==> src/rtl/pulse_interval_monitor.sv <==
// Measures clock-cycle intervals between rising edges of pulse_in, queues them in a
// valid/ready FIFO and tracks sat/drop flags. Define PIM_STATS_EN to build the statistics.
module pulse_interval_monitor #(
    parameter int unsigned CNT_W = 16,
    parameter int unsigned DEPTH = 4
) (
    input  logic             clk,
    input  logic             rst,
    input  logic             ena,
    input  logic             pulse_in,
    input  logic             clear,
    output logic [CNT_W-1:0] iv_data,
    output logic             iv_valid,
    input  logic             iv_ready,
    output logic [15:0]      pulse_count,
    output logic [CNT_W-1:0] min_iv,
    output logic [CNT_W-1:0] max_iv,
    output logic             sat,
    output logic             drop
);
    localparam int unsigned      AW        = $clog2(DEPTH);
    localparam int unsigned      CW        = AW + 1;
    localparam logic [CNT_W-1:0] CNT_MAX   = {CNT_W{1'b1}};
    localparam logic [CW-1:0]    FIFO_FULL = CW'(DEPTH);

    typedef enum logic {S_IDLE, S_MEASURE} state_t;

    state_t           r_state;
    state_t           w_state_nxt;
    logic [CNT_W-1:0] r_cnt;
    logic [CNT_W-1:0] w_cnt_nxt;
    logic             r_pulse_q;
    logic             r_sat;
    logic             r_drop;
    logic             w_clr;
    logic             w_edge;
    logic             w_push;
    logic             w_sat_set;

    logic [CNT_W-1:0] r_mem [DEPTH];
    logic [AW-1:0]    r_wr_ptr;
    logic [AW-1:0]    r_rd_ptr;
    logic [CW-1:0]    r_count;
    logic             r_valid;
    logic [CNT_W-1:0] r_iv_data;
    logic             w_pop;
    logic             w_full;
    logic             w_wr_en;
    logic             w_drop_set;
    logic [AW-1:0]    w_rd_nxt;
    logic [CW-1:0]    w_count_nxt;
    logic [CNT_W-1:0] w_head_nxt;

    assign w_clr  = rst | clear;
    assign w_edge = pulse_in & ~r_pulse_q & ena;

    // Measurement FSM: next state, counter and push strobe
    always_comb begin
        w_state_nxt = r_state;
        w_cnt_nxt   = r_cnt;
        w_push      = 1'b0;
        w_sat_set   = 1'b0;
        case (r_state)
            S_IDLE: begin
                if (w_edge) begin
                    w_cnt_nxt   = CNT_W'(1);
                    w_state_nxt = S_MEASURE;
                end
            end
            S_MEASURE: begin
                if (w_edge) begin
                    w_push    = 1'b1;
                    w_cnt_nxt = CNT_W'(1);
                end else if (ena && (r_cnt != CNT_MAX)) begin
                    w_cnt_nxt = r_cnt + CNT_W'(1);
                    w_sat_set = (w_cnt_nxt == CNT_MAX);
                end
            end
            default: w_state_nxt = S_IDLE;
        endcase
    end

    // FIFO control; a push into a full FIFO survives only if the head pops the same cycle
    always_comb begin
        w_pop       = r_valid & iv_ready;
        w_full      = (r_count == FIFO_FULL);
        w_wr_en     = w_push & (~w_full | w_pop);
        w_drop_set  = w_push & w_full & ~w_pop;
        w_rd_nxt    = r_rd_ptr + AW'(w_pop);
        w_count_nxt = r_count - CW'(w_pop) + CW'(w_wr_en);
        w_head_nxt  = (w_wr_en && (r_count == CW'(w_pop))) ? r_cnt : r_mem[w_rd_nxt];
    end

    always_ff @(posedge clk) begin
        if (w_clr) begin
            r_state   <= S_IDLE;
            r_cnt     <= '0;
            r_pulse_q <= 1'b0;
            r_wr_ptr  <= '0;
            r_rd_ptr  <= '0;
            r_count   <= '0;
            r_valid   <= 1'b0;
            r_iv_data <= '0;
            r_sat     <= 1'b0;
            r_drop    <= 1'b0;
        end else begin
            r_state   <= w_state_nxt;
            r_cnt     <= w_cnt_nxt;
            r_pulse_q <= pulse_in;
            if (w_wr_en) begin
                r_wr_ptr <= r_wr_ptr + AW'(1);
            end
            r_rd_ptr  <= w_rd_nxt;
            r_count   <= w_count_nxt;
            r_valid   <= (w_count_nxt != '0);
            r_iv_data <= w_head_nxt;
            r_sat     <= r_sat | w_sat_set;
            r_drop    <= r_drop | w_drop_set;
        end
    end

    always_ff @(posedge clk) begin
        if (w_wr_en && !w_clr) begin
            r_mem[r_wr_ptr] <= r_cnt;
        end
    end

    assign iv_data  = r_iv_data;
    assign iv_valid = r_valid;
    assign sat      = r_sat;
    assign drop     = r_drop;

`ifdef PIM_STATS_EN
    logic [15:0]      r_pulse_count;
    logic [CNT_W-1:0] r_min_iv;
    logic [CNT_W-1:0] r_max_iv;

    // Running statistics; dropped intervals still count toward min/max
    always_ff @(posedge clk) begin
        if (w_clr) begin
            r_pulse_count <= '0;
            r_min_iv      <= CNT_MAX;
            r_max_iv      <= '0;
        end else begin
            if (w_edge && (r_pulse_count != 16'hFFFF)) begin
                r_pulse_count <= r_pulse_count + 16'd1;
            end
            if (w_push) begin
                if (r_cnt < r_min_iv) begin
                    r_min_iv <= r_cnt;
                end
                if (r_cnt > r_max_iv) begin
                    r_max_iv <= r_cnt;
                end
            end
        end
    end

    assign pulse_count = r_pulse_count;
    assign min_iv      = r_min_iv;
    assign max_iv      = r_max_iv;
`else
    assign pulse_count = '0;
    assign min_iv      = '0;
    assign max_iv      = '0;
`endif

endmodule

==> config.mk <==
export PLATFORM = sky130hd
export DESIGN_NAME = pulse_interval_monitor
export DESIGN_NICKNAME = d
export VERILOG_FILES = /design/src/rtl/pulse_interval_monitor.sv
export SDC_FILE = /design/constraint.sdc
export NUM_CORES = 1
export LEC_CHECK = 0
export CELL_PAD_IN_SITES_DETAIL_PLACEMENT = 0
export CELL_PAD_IN_SITES_GLOBAL_PLACEMENT = 2
export CORE_ASPECT_RATIO = 0.75
export CORE_MARGIN = 2
export CORE_UTILIZATION = 35
export CTS_BUF_LIST = sky130_fd_sc_hd__clkbuf_4
export CTS_CLUSTER_DIAMETER = 200
export DETAILED_ROUTE_END_ITERATION = 10
export HOLD_SLACK_MARGIN = 0.15
export PLACE_DENSITY = 0.75
export SYNTH_ARGS = -nofsm -noshare
export SYNTH_HDL_FRONTEND = slang
export SYNTH_SLANG_ARGS = --single-unit
==> constraint.sdc <==
create_clock -name clk -period 3.28 [get_ports clk]
set_input_delay 0.656 -clock clk [delete_from_list [all_inputs] [get_ports clk]]
set_output_delay 0.656 -clock clk [all_outputs]
set_load 0.01 [all_outputs]
Word level (Yosys, flattened, before mapping)
Memories as Yosys holds them, arrays and structs flattened.
Index checks and enable logic that the tools add are counted.
- flip-flop bits (word level): 44
- RAM bits: 64
- output and inout bits: 67
- memories kept: 1
- input bits: 6
- word-level logic and storage cells: 55
- $add $sub $neg: 5
- equality and inequality tests: 6
- bitwise gates (word level): 14
- multiplexer cells: 13
- reductions and logical operators: 6
- memories (memory ; depth ; width ; rd ports ; clocked after Yosys merged registers in ; wr ports ; RTL line ; source):
    r_mem ; 4 ; 16 ; 1 ; 0 ; 1 ; 40 ; logic [CNT_W-1:0] r_mem [DEPTH];
- operators with widths (kind ; count):
    two-way mux 16 bit ; 4
    one-hot mux 16 bit (2 select lines) ; 1
    adder 16 x 1 -> 16 bit, second input constant ; 1
    == test 16 bit, second input constant ; 1
    != test 16 bit, second input constant ; 1
    two-way mux 1 bit ; 8
    AND 1 bit ; 6
    inverter 1 bit ; 4
    bitwise OR 1 bit ; 4
    adder 3 x 1 -> 3 bit ; 1
    == test 3 x 1 -> 1 bit ; 1
    == test 3 bit, second input constant ; 1
    logical AND 1 bit ; 3
    != test 3 x 1 -> 1 bit, second input constant ; 1
    nonzero test 3 bit ; 1
    subtractor 3 x 1 -> 3 bit ; 1
    adder 2 x 1 -> 2 bit ; 1
    adder 2 x 1 -> 2 bit, second input constant ; 1
    != test 2 bit, second input constant ; 1
    AND reduction 2 bit ; 1
    zero test 1 bit ; 1

Depth between registers and ports, before layout
Gate-level depths: netlist of run 1.
- depth in word-level cells: 9
- mapped depth: 13
- mapped depth without buffers: 11

Least setup slack after synthesis of run 1
Ideal clock, no wire load.
- kind: in2reg
- start: input port pulse_in
- end: register r_valid, in the netlist iv_valid
- stages on the path: 13
- data required time: 3146 ps
- path slack: 547 ps
- setup time: 134 ps
- arrival time: 2599 ps
- path buffers: 2
- path through: nor2b_1 > buf_4 > nand3_2 > nor2b_1 > clkbuf_1 > inv_1 > ha_1 > inv_1 > ha_1 > fa_1 > xnor2_1 > xnor2_1 > a21oi_1
- word-level cells in the longest chain between the ends: 7
- RTL lines (what ; RTL line ; source):
    start, declared ; 10 ; input logic pulse_in,
    AND 1 bit (2 in series) ; 55 ; assign w_edge = pulse_in & ~r_pulse_q & ena;
    two-way mux 1 bit ; 71 ; if (w_edge) begin
    two-way mux 1 bit ; 63 ; case (r_state)
    AND 1 bit ; 87 ; w_wr_en = w_push & (~w_full | w_pop);
    adder 3 x 1 -> 3 bit ; 90 ; w_count_nxt = r_count - CW'(w_pop) + CW'(w_wr_en);
    nonzero test 3 bit ; 115 ; r_valid <= (w_count_nxt != '0);
    end signal, assigned ; 115 ;
    end, declared ; 44 ; logic r_valid;
Every way passes these cells.
A chain may end at the register's enable or synchronous reset.

Final worst setup path of run 1
Ends and elaborated chain as after synthesis.

==> results.toml, run 1 <==
[detailed_routing]
routed_via_density = 4.779
number_of_iterations_in_the_first_detailed_routing_pass = 4
wl_met2_um = 4410
detailroute.via_count = 3054
final_antenna_net_count = 0
met3WireLength_um = 518
detail_route.drc_violations = 0
top_sig_layer = "met4"
drt-met1-wl_um = 4943
drt_first_iter_violations = 206
wire_per_inst_um = 15.73
routed_wirelength_um = 10050

[status]
run_status = "finished, final reports clean"

[final_layout]
final_non_filler_cells = 639
layout-drive-gt1-share_pct = 12.53
insertedDiodeCount = 0
layout_commonest_cell = "edfxtp_1"
nNetsFinal = 450
synthToLayoutAreaGrowth_pct = 7.199
most_frequent_cells_in_the_layout = "edfxtp_1, conb_1, dfxtp_1"

[global_route]
grt_max_degree = 33
number_of_antenna_violations_at_the_first_check_in_global_routing = 0
globalRoute.totalOverflow = 0
grt_pass1_wl_um = 16170
first_global_vias = 2938
track_usage_pct = 13.84

[clocking]
insertion_delay_ns = 0.47
cts_max_path_buffers = 2
cts_sinks = 108
number_of_buffers_added_by_the_clock_tree_synthesis_step = 9
cts_resized = 0
hold_buffer_count_at_cts = 0
h-tree-depth = 3
clockRootBuffer = "clkbuf_4"
post_cts_buffers = 0
cts.clk_slew.worst_paths_ns = 0.15
clock_tree_from_tritoncts = "built"

[timing]
final.setup_skew_ns = 0.01503
slew_headroom_pct = 53.85
timing_hold_violations_final = 0
fin_crit_sh_pct = 78.74
setup_repair_after_global_routing_missed_its_margin = "no"
fmax_mhz = 387.2
slew_violations = 0
final.min_clock_period_ns = 2.583
timing_worst_slew_pin_value_ns = 0.6748
finalSetupTns_ns = 0
setup_viol_count_final = 0

[floorplanning]
floorplan.die_area_mm2 = 0.01559
floorplan.initialDensity_pct = 35.59
standard_cell_row_count = 38
die_h_um = 108.6
floorplan.io_pins = 73
floorplan.die.width_um = 143.5
design.core.area_mm2 = 0.01436

[setup_path]
cpLargestDelayFamily = "adder cells"
arrival_ns = 2.93
worst_ep_required_time_ns = 3.63
critPathBufInv = 3
timing.critical_path.fanout_max = 3
worst_setup_path_end_kind = "flip-flop"
critical_path.startpoint_type = "input port"
critPathSlowestCell = "clkdlybuf4s50_1"
crit_path_max_incr_delay_ns = 0.46
critPathKind = "in2reg"
critical_path.cell_chain = "clkdlybuf4s50_1 > nor2b_1 > nand3_2 > nor2b_1 > inv_1 > ha_1 > inv_1 > ha_1 > fa_1 > xnor2_1 > xnor2_1 > a21oi_1"

[flow_run]
maxCapViolCount = 0

[pwr]
power.share.switching_pct = 23.88
power_per_cell_area_mw_per_mm2 = 387.0
power.ir.vdd_worst_mv = 0.1735
share_comb_of_total_power_pct = 4.1
seq_power_share_pct = 67.4
static-leakage-power_uw = 0.001939
internal-power_uw = 1613
design_power_total_uw = 2120
p_sw_uw = 506.2
clockPowerShare_pct = 28.5

[synth]
synth_edf_count = 64
synthesis.area_per_instance_um2 = 12.31
ys_ff_latch = 108
synth_cells = 415
netlist_area_mm2 = 0.005110
async_reset_ff_share_pct = 0
netlist-cell-type-count = 56
synth_sequential_area_ratio_pct = 54.85
total_of_warnings_raised_by_yosys = 0
ys_dominant_reg_cell = "edfxtp_1"

[placement]
placedCellCount = 623
buffer_ports.inserted = 24
place.gp.congestion = 0.7764
dpl.hpwl_um = 6422

[hold_path]
timing.hold.worst.class = "reg2reg"
==> cell usage after synthesis (2+ instances only) <==
cell	n	area, µm²
a21o_1	2	15.01
a21oi_1	8	40.04
a311oi_1	4	35.03
a31oi_1	4	25.02
a41oi_1	2	17.52
and2_1	9	56.30
and3_1	7	43.79
and4_1	5	43.79
buf_2	7	35.03
buf_4	52	390.4
buf_6	5	56.30
clkbuf_1	10	37.54
clkbuf_2	2	10.01
dfxtp_1	44	880.8
edfxtp_1	64	1922
ha_1	9	112.6
inv_1	10	37.54
mux2i_1	19	190.2
mux4_2	16	360.4
nand2_1	24	90.09
nand3_1	11	55.05
nand4_1	3	18.77
nor2_1	32	120.1
nor2b_1	3	18.77
nor3_1	8	40.04
o2111ai_1	2	17.52
o21a_1	3	22.52
o21ai_0	10	50.05
o221a_2	3	33.78
o22ai_1	5	31.28
xnor2_1	7	61.31
==> cell type report <==
type | instances | area [µm²]
Clock inverter | 7 | 52.55
Fill cell | 1442 | 8881
Clock buffer | 9 | 67.56
Sequential cell | 108 | 2803
Timing Repair Buffer | 37 | 350.3
Multi-Input combinational cell | 268 | 1917
Inverter | 10 | 37.54
Tap cell | 200 | 250.2
==> worst paths after layout <==
check	slack, ns	cells past startpoint	startpoint	to
max reg2reg	0.75	6	r_cnt[1]	r_cnt[9]
max	0.70	12	pulse_in	iv_valid
min	0.50	2	sat	sat
min reg2reg	0.50	2	sat	sat
==> power groups by stage <==
stage               Sequential [µW]  Combinational (µW)  Clock [µW]
finish                         1430                87.3         604
global route                   1430                97.2         694
CTS                            1430                87.4         638
detailed placement             1460                87.3           0
global placement               1460                86.8           0
floorplan                      1460                 102           0
==> registers in the layout, summed over array words and instances, names as in the netlist <==
| register | count |
|---|---|
| r_pulse_q | 1 |
| r_state | 1 |
| iv_data | 16 |
| drop | 1 |
| r_rd_ptr | 2 |
| r_mem | 64 |
| iv_valid | 1 |
| r_cnt | 16 |
| r_wr_ptr | 2 |
| r_count | 3 |
| sat | 1 |
==> worst register-to-register path: cells and delay by family, from the launching register on <==
family,cells,cell delay [ns]
fa+ha+maj,1,0.43
simple gates,3,0.87
flops,1,0.57
compound gates,2,0.59
==> stage by stage <==
| step | setup WS (ns) | util, % | cell area (µm²) | hold slack, ns |
|---|---|---|---|---|
| final | 0.6972 | 38.15 | 5478 | 0.4957 |
| after global routing | 0.5449 | 38.15 | 5478 | 0.5238 |
| after CTS | 0.7240 | 38.15 | 5478 | 0.4973 |
| after detailed placement | 0.1863 | 37.31 | 5358 | 0.4752 |
| after global placement | 0.2489 | 37.31 | 5358 | 0.4654 |
| after floorplan | 0.5473 | - | 5286 | 0.4548 |
==> metal layers <==
metal | track usage [%] | up-vias
li1 | - | 1459
met1 | 19.80 | 1495
met2 | 20.75 | 88
met3 | 3.426 | 12
met4 | 4.482 | 0
met5 | 0 | -
==> logic make-up after synthesis <==
family                   share of synthesized area [%]
AO/OA/AOI/OAI                                    7.762
XOR/XNOR                                         1.371
adder cells (fa/ha/maj)                          2.596
buffers and inverters                            11.09
flip-flops                                       54.85
multiplexers                                     10.77
other                                          0.07339
AND/OR/NAND/NOR                                  11.48
Power figures use the tool's default switching activity.
==> run 2: changes to the inputs <==
--- a/config.mk
+++ b/config.mk
@@ -9,12 +9,12 @@
 export CELL_PAD_IN_SITES_GLOBAL_PLACEMENT = 2
 export CORE_ASPECT_RATIO = 0.75
 export CORE_MARGIN = 2
-export CORE_UTILIZATION = 35
+export CORE_UTILIZATION = 34
 export CTS_BUF_LIST = sky130_fd_sc_hd__clkbuf_4
 export CTS_CLUSTER_DIAMETER = 200
 export DETAILED_ROUTE_END_ITERATION = 10
 export HOLD_SLACK_MARGIN = 0.15
-export PLACE_DENSITY = 0.75
+export PLACE_DENSITY = 0.76
 export SYNTH_ARGS = -nofsm -noshare
 export SYNTH_HDL_FRONTEND = slang
 export SYNTH_SLANG_ARGS = --single-unit
==> constraint.sdc (replaced) <==
create_clock -name clk -period 2.3 [get_ports clk]
set_input_delay 0.46 -clock clk [delete_from_list [all_inputs] [get_ports clk]]
set_output_delay 0.46 -clock clk [all_outputs]
set_load 0.01 [all_outputs]
==> run 2 against run 1 <==
Against the previous run:
- clock power is 50% higher
- register-to-register slack worse by 0.55 ns
- cell area is 5.5% higher
- worst setup slack worse by 0.55 ns
- sequential share of layout area is 2.6 points lower
- first-iteration DRC count is 22% higher
- combinational power is 53% higher
- via count is 2.9% higher
- count of clock-buffer cells in the layout is 1 higher
- critical endpoint unchanged
- largest power group unchanged
- highest routed layer unchanged
==> results.toml, run 2 (synthesized netlist as in run 1, its figures left out) <==
[setup_path]
critical_path.cell_chain = "clkdlybuf4s50_1 > nand2_1 > nand3_1 > nor2b_2 > inv_1 > ha_1 > inv_1 > ha_2 > fa_2 > xnor2_2 > xnor2_2 > a21oi_1"
arrival_ns = 2.51
critical_path.startpoint_type = "input port"
worst_setup_path_end_kind = "flip-flop"
worst_r2r_path_depth = 11
rr_endpoint = "iv_valid"
timing.critical_path.fanout_max = 2
rr_startpoint = "iv_valid"
critPathSlowestCell = "clkdlybuf4s50_1"
critPathKind = "in2reg"
worst_ep_required_time_ns = 2.66
rrSetupSlack_ns = 0.20
crit_path_max_incr_delay_ns = 0.45

[timing]
timing_worst_slew_pin_value_ns = 0.5052
setup_repair_after_global_routing_missed_its_margin = "no"
timing_hold_violations_final = 0
final.setup_skew_ns = 0.01640
fin_crit_sh_pct = 93.43
finalSetupTns_ns = 0
fmax_mhz = 465.3
slew_violations = 0
setup_viol_count_final = 0
final.min_clock_period_ns = 2.149
slew_headroom_pct = 66.32
hold_slack_ns = 0.2360

[global_route]
first_global_vias = 2985
grt_pass1_wl_um = 16690
grt_max_degree = 33
track_usage_pct = 13.80
globalRoute.totalOverflow = 0
number_of_antenna_violations_at_the_first_check_in_global_routing = 0

[placement]
buffer_ports.inserted = 24
place_area_mm2 = 0.005625
dpl.hpwl_um = 6968
place.gp.congestion = 0.7664

[detailed_routing]
routed_wirelength_um = 10590
final_antenna_net_count = 0
detailroute.via_count = 3143
met3WireLength_um = 565
drt_first_iter_violations = 251
routed_via_density = 4.741
detail_route.drc_violations = 0
wl_met2_um = 4788
drt-met1-wl_um = 5084
wire_per_inst_um = 15.97
number_of_iterations_in_the_first_detailed_routing_pass = 6
top_sig_layer = "met4"

[final_layout]
synthToLayoutAreaGrowth_pct = 13.08
layout_commonest_cell = "edfxtp_1"
largest-register = "r_mem"
fin_area_mm2 = 0.005778
post-route-util_pct = 39.59
nNetsFinal = 474
most_frequent_cells_in_the_layout = "edfxtp_1, conb_1, dfxtp_1"
layout-drive-gt1-share_pct = 18.79
largest_reg_flops = 64
insertedDiodeCount = 0

[clocking]
cts_max_path_buffers = 2
insertion_delay_ns = 0.47
number_of_buffers_added_by_the_clock_tree_synthesis_step = 9
clock_tree_from_tritoncts = "built"
h-tree-depth = 3
hold_buffer_count_at_cts = 0
cts.clk_slew.worst_paths_ns = 0.16
clockRootBuffer = "clkbuf_4"
cts_sinks = 108

[floorplanning]
floorplan.die.width_um = 145.6
floorplan.die_area_mm2 = 0.01604
die_h_um = 110.2
floorplan.initialDensity_pct = 35.01
design.core.area_mm2 = 0.01460
floorplan.io_pins = 73
standard_cell_row_count = 38

[hold_path]
worstHoldEndpoint = "r_pulse_q"
hold_depth = 2
holdCritStartpoint = "pulse_in"
timing.hold.worst.class = "in2reg"

[pwr]
static-leakage-power_uw = 0.002105
power_per_cell_area_mw_per_mm2 = 532.7
power.ir.vdd_worst_mv = 0.1930

[flow_run]
maxCapViolCount = 0

[status]
run_status = "finished, final reports clean"
[run 2: critical path: cells and delay by family]
kind / cells / cell delay, ns
buffers and inverters: 3 / 0.54
AOI/OAI and AO/OA: 1 / 0.08
xor gates and xnor gates: 2 / 0.31
adders and majority gates: 3 / 0.80
and+or+nand+nor: 3 / 0.32
[run 2: metal layers]
metal  track usage [%]  vias to the layer above
met3             3.868                       12
met2             21.39                       79
met1             18.97                     1544
met4             4.272                        0
met5                 0                        -
li1                  -                     1508
[run 2: stage by stage]
stage	instances	power, µW	setup WS [ns]
global route	663	3198	0.04716
CTS	663	3123	0.005449
floorplan	462	2229	-0.1326
finish	663	3078	0.1510
detailed placement	647	2212	-0.5577
global placement	647	2211	-0.4830
[run 2: timing repair]
| item | in CTS | in global routing |
|---|---|---|
| pin swaps | 1 | 2 |
| endpoints found under the setup margin | 1 | 2 |
| setup buffers | 0 | 0 |
| gates resized for setup | 0 | 6 |
[run 2: worst max-delay path by stage]
stage / start / end / slack (ns) / cells after the start
final: iv_ready / iv_valid / 0.15 / 12
after global routing: r_count[1] / iv_valid / 0.05 / 11
after CTS: pulse_in / iv_valid / 0.005 / 12
after detailed placement: pulse_in / iv_valid / -0.56 / 12
after global placement: pulse_in / iv_valid / -0.48 / 12
after floorplan: pulse_in / iv_valid / -0.13 / 13
[run 2: cell type report]
cell class              instances  area [µm²]
multi-input cells             268        1947
clock inverters                 6       56.30
well taps                     200       250.2
clock buffers                  10       75.07
flip-flops and latches        108        2804
inverters                      10       37.54
fillers                      1416        8818
repair buffers                 61       608.1
[run 2: power breakdown]
part	internal [µW]	switching [µW]
registers	2030	4.16
clock network	258	649
logic	44.8	88.9
total	2340	742
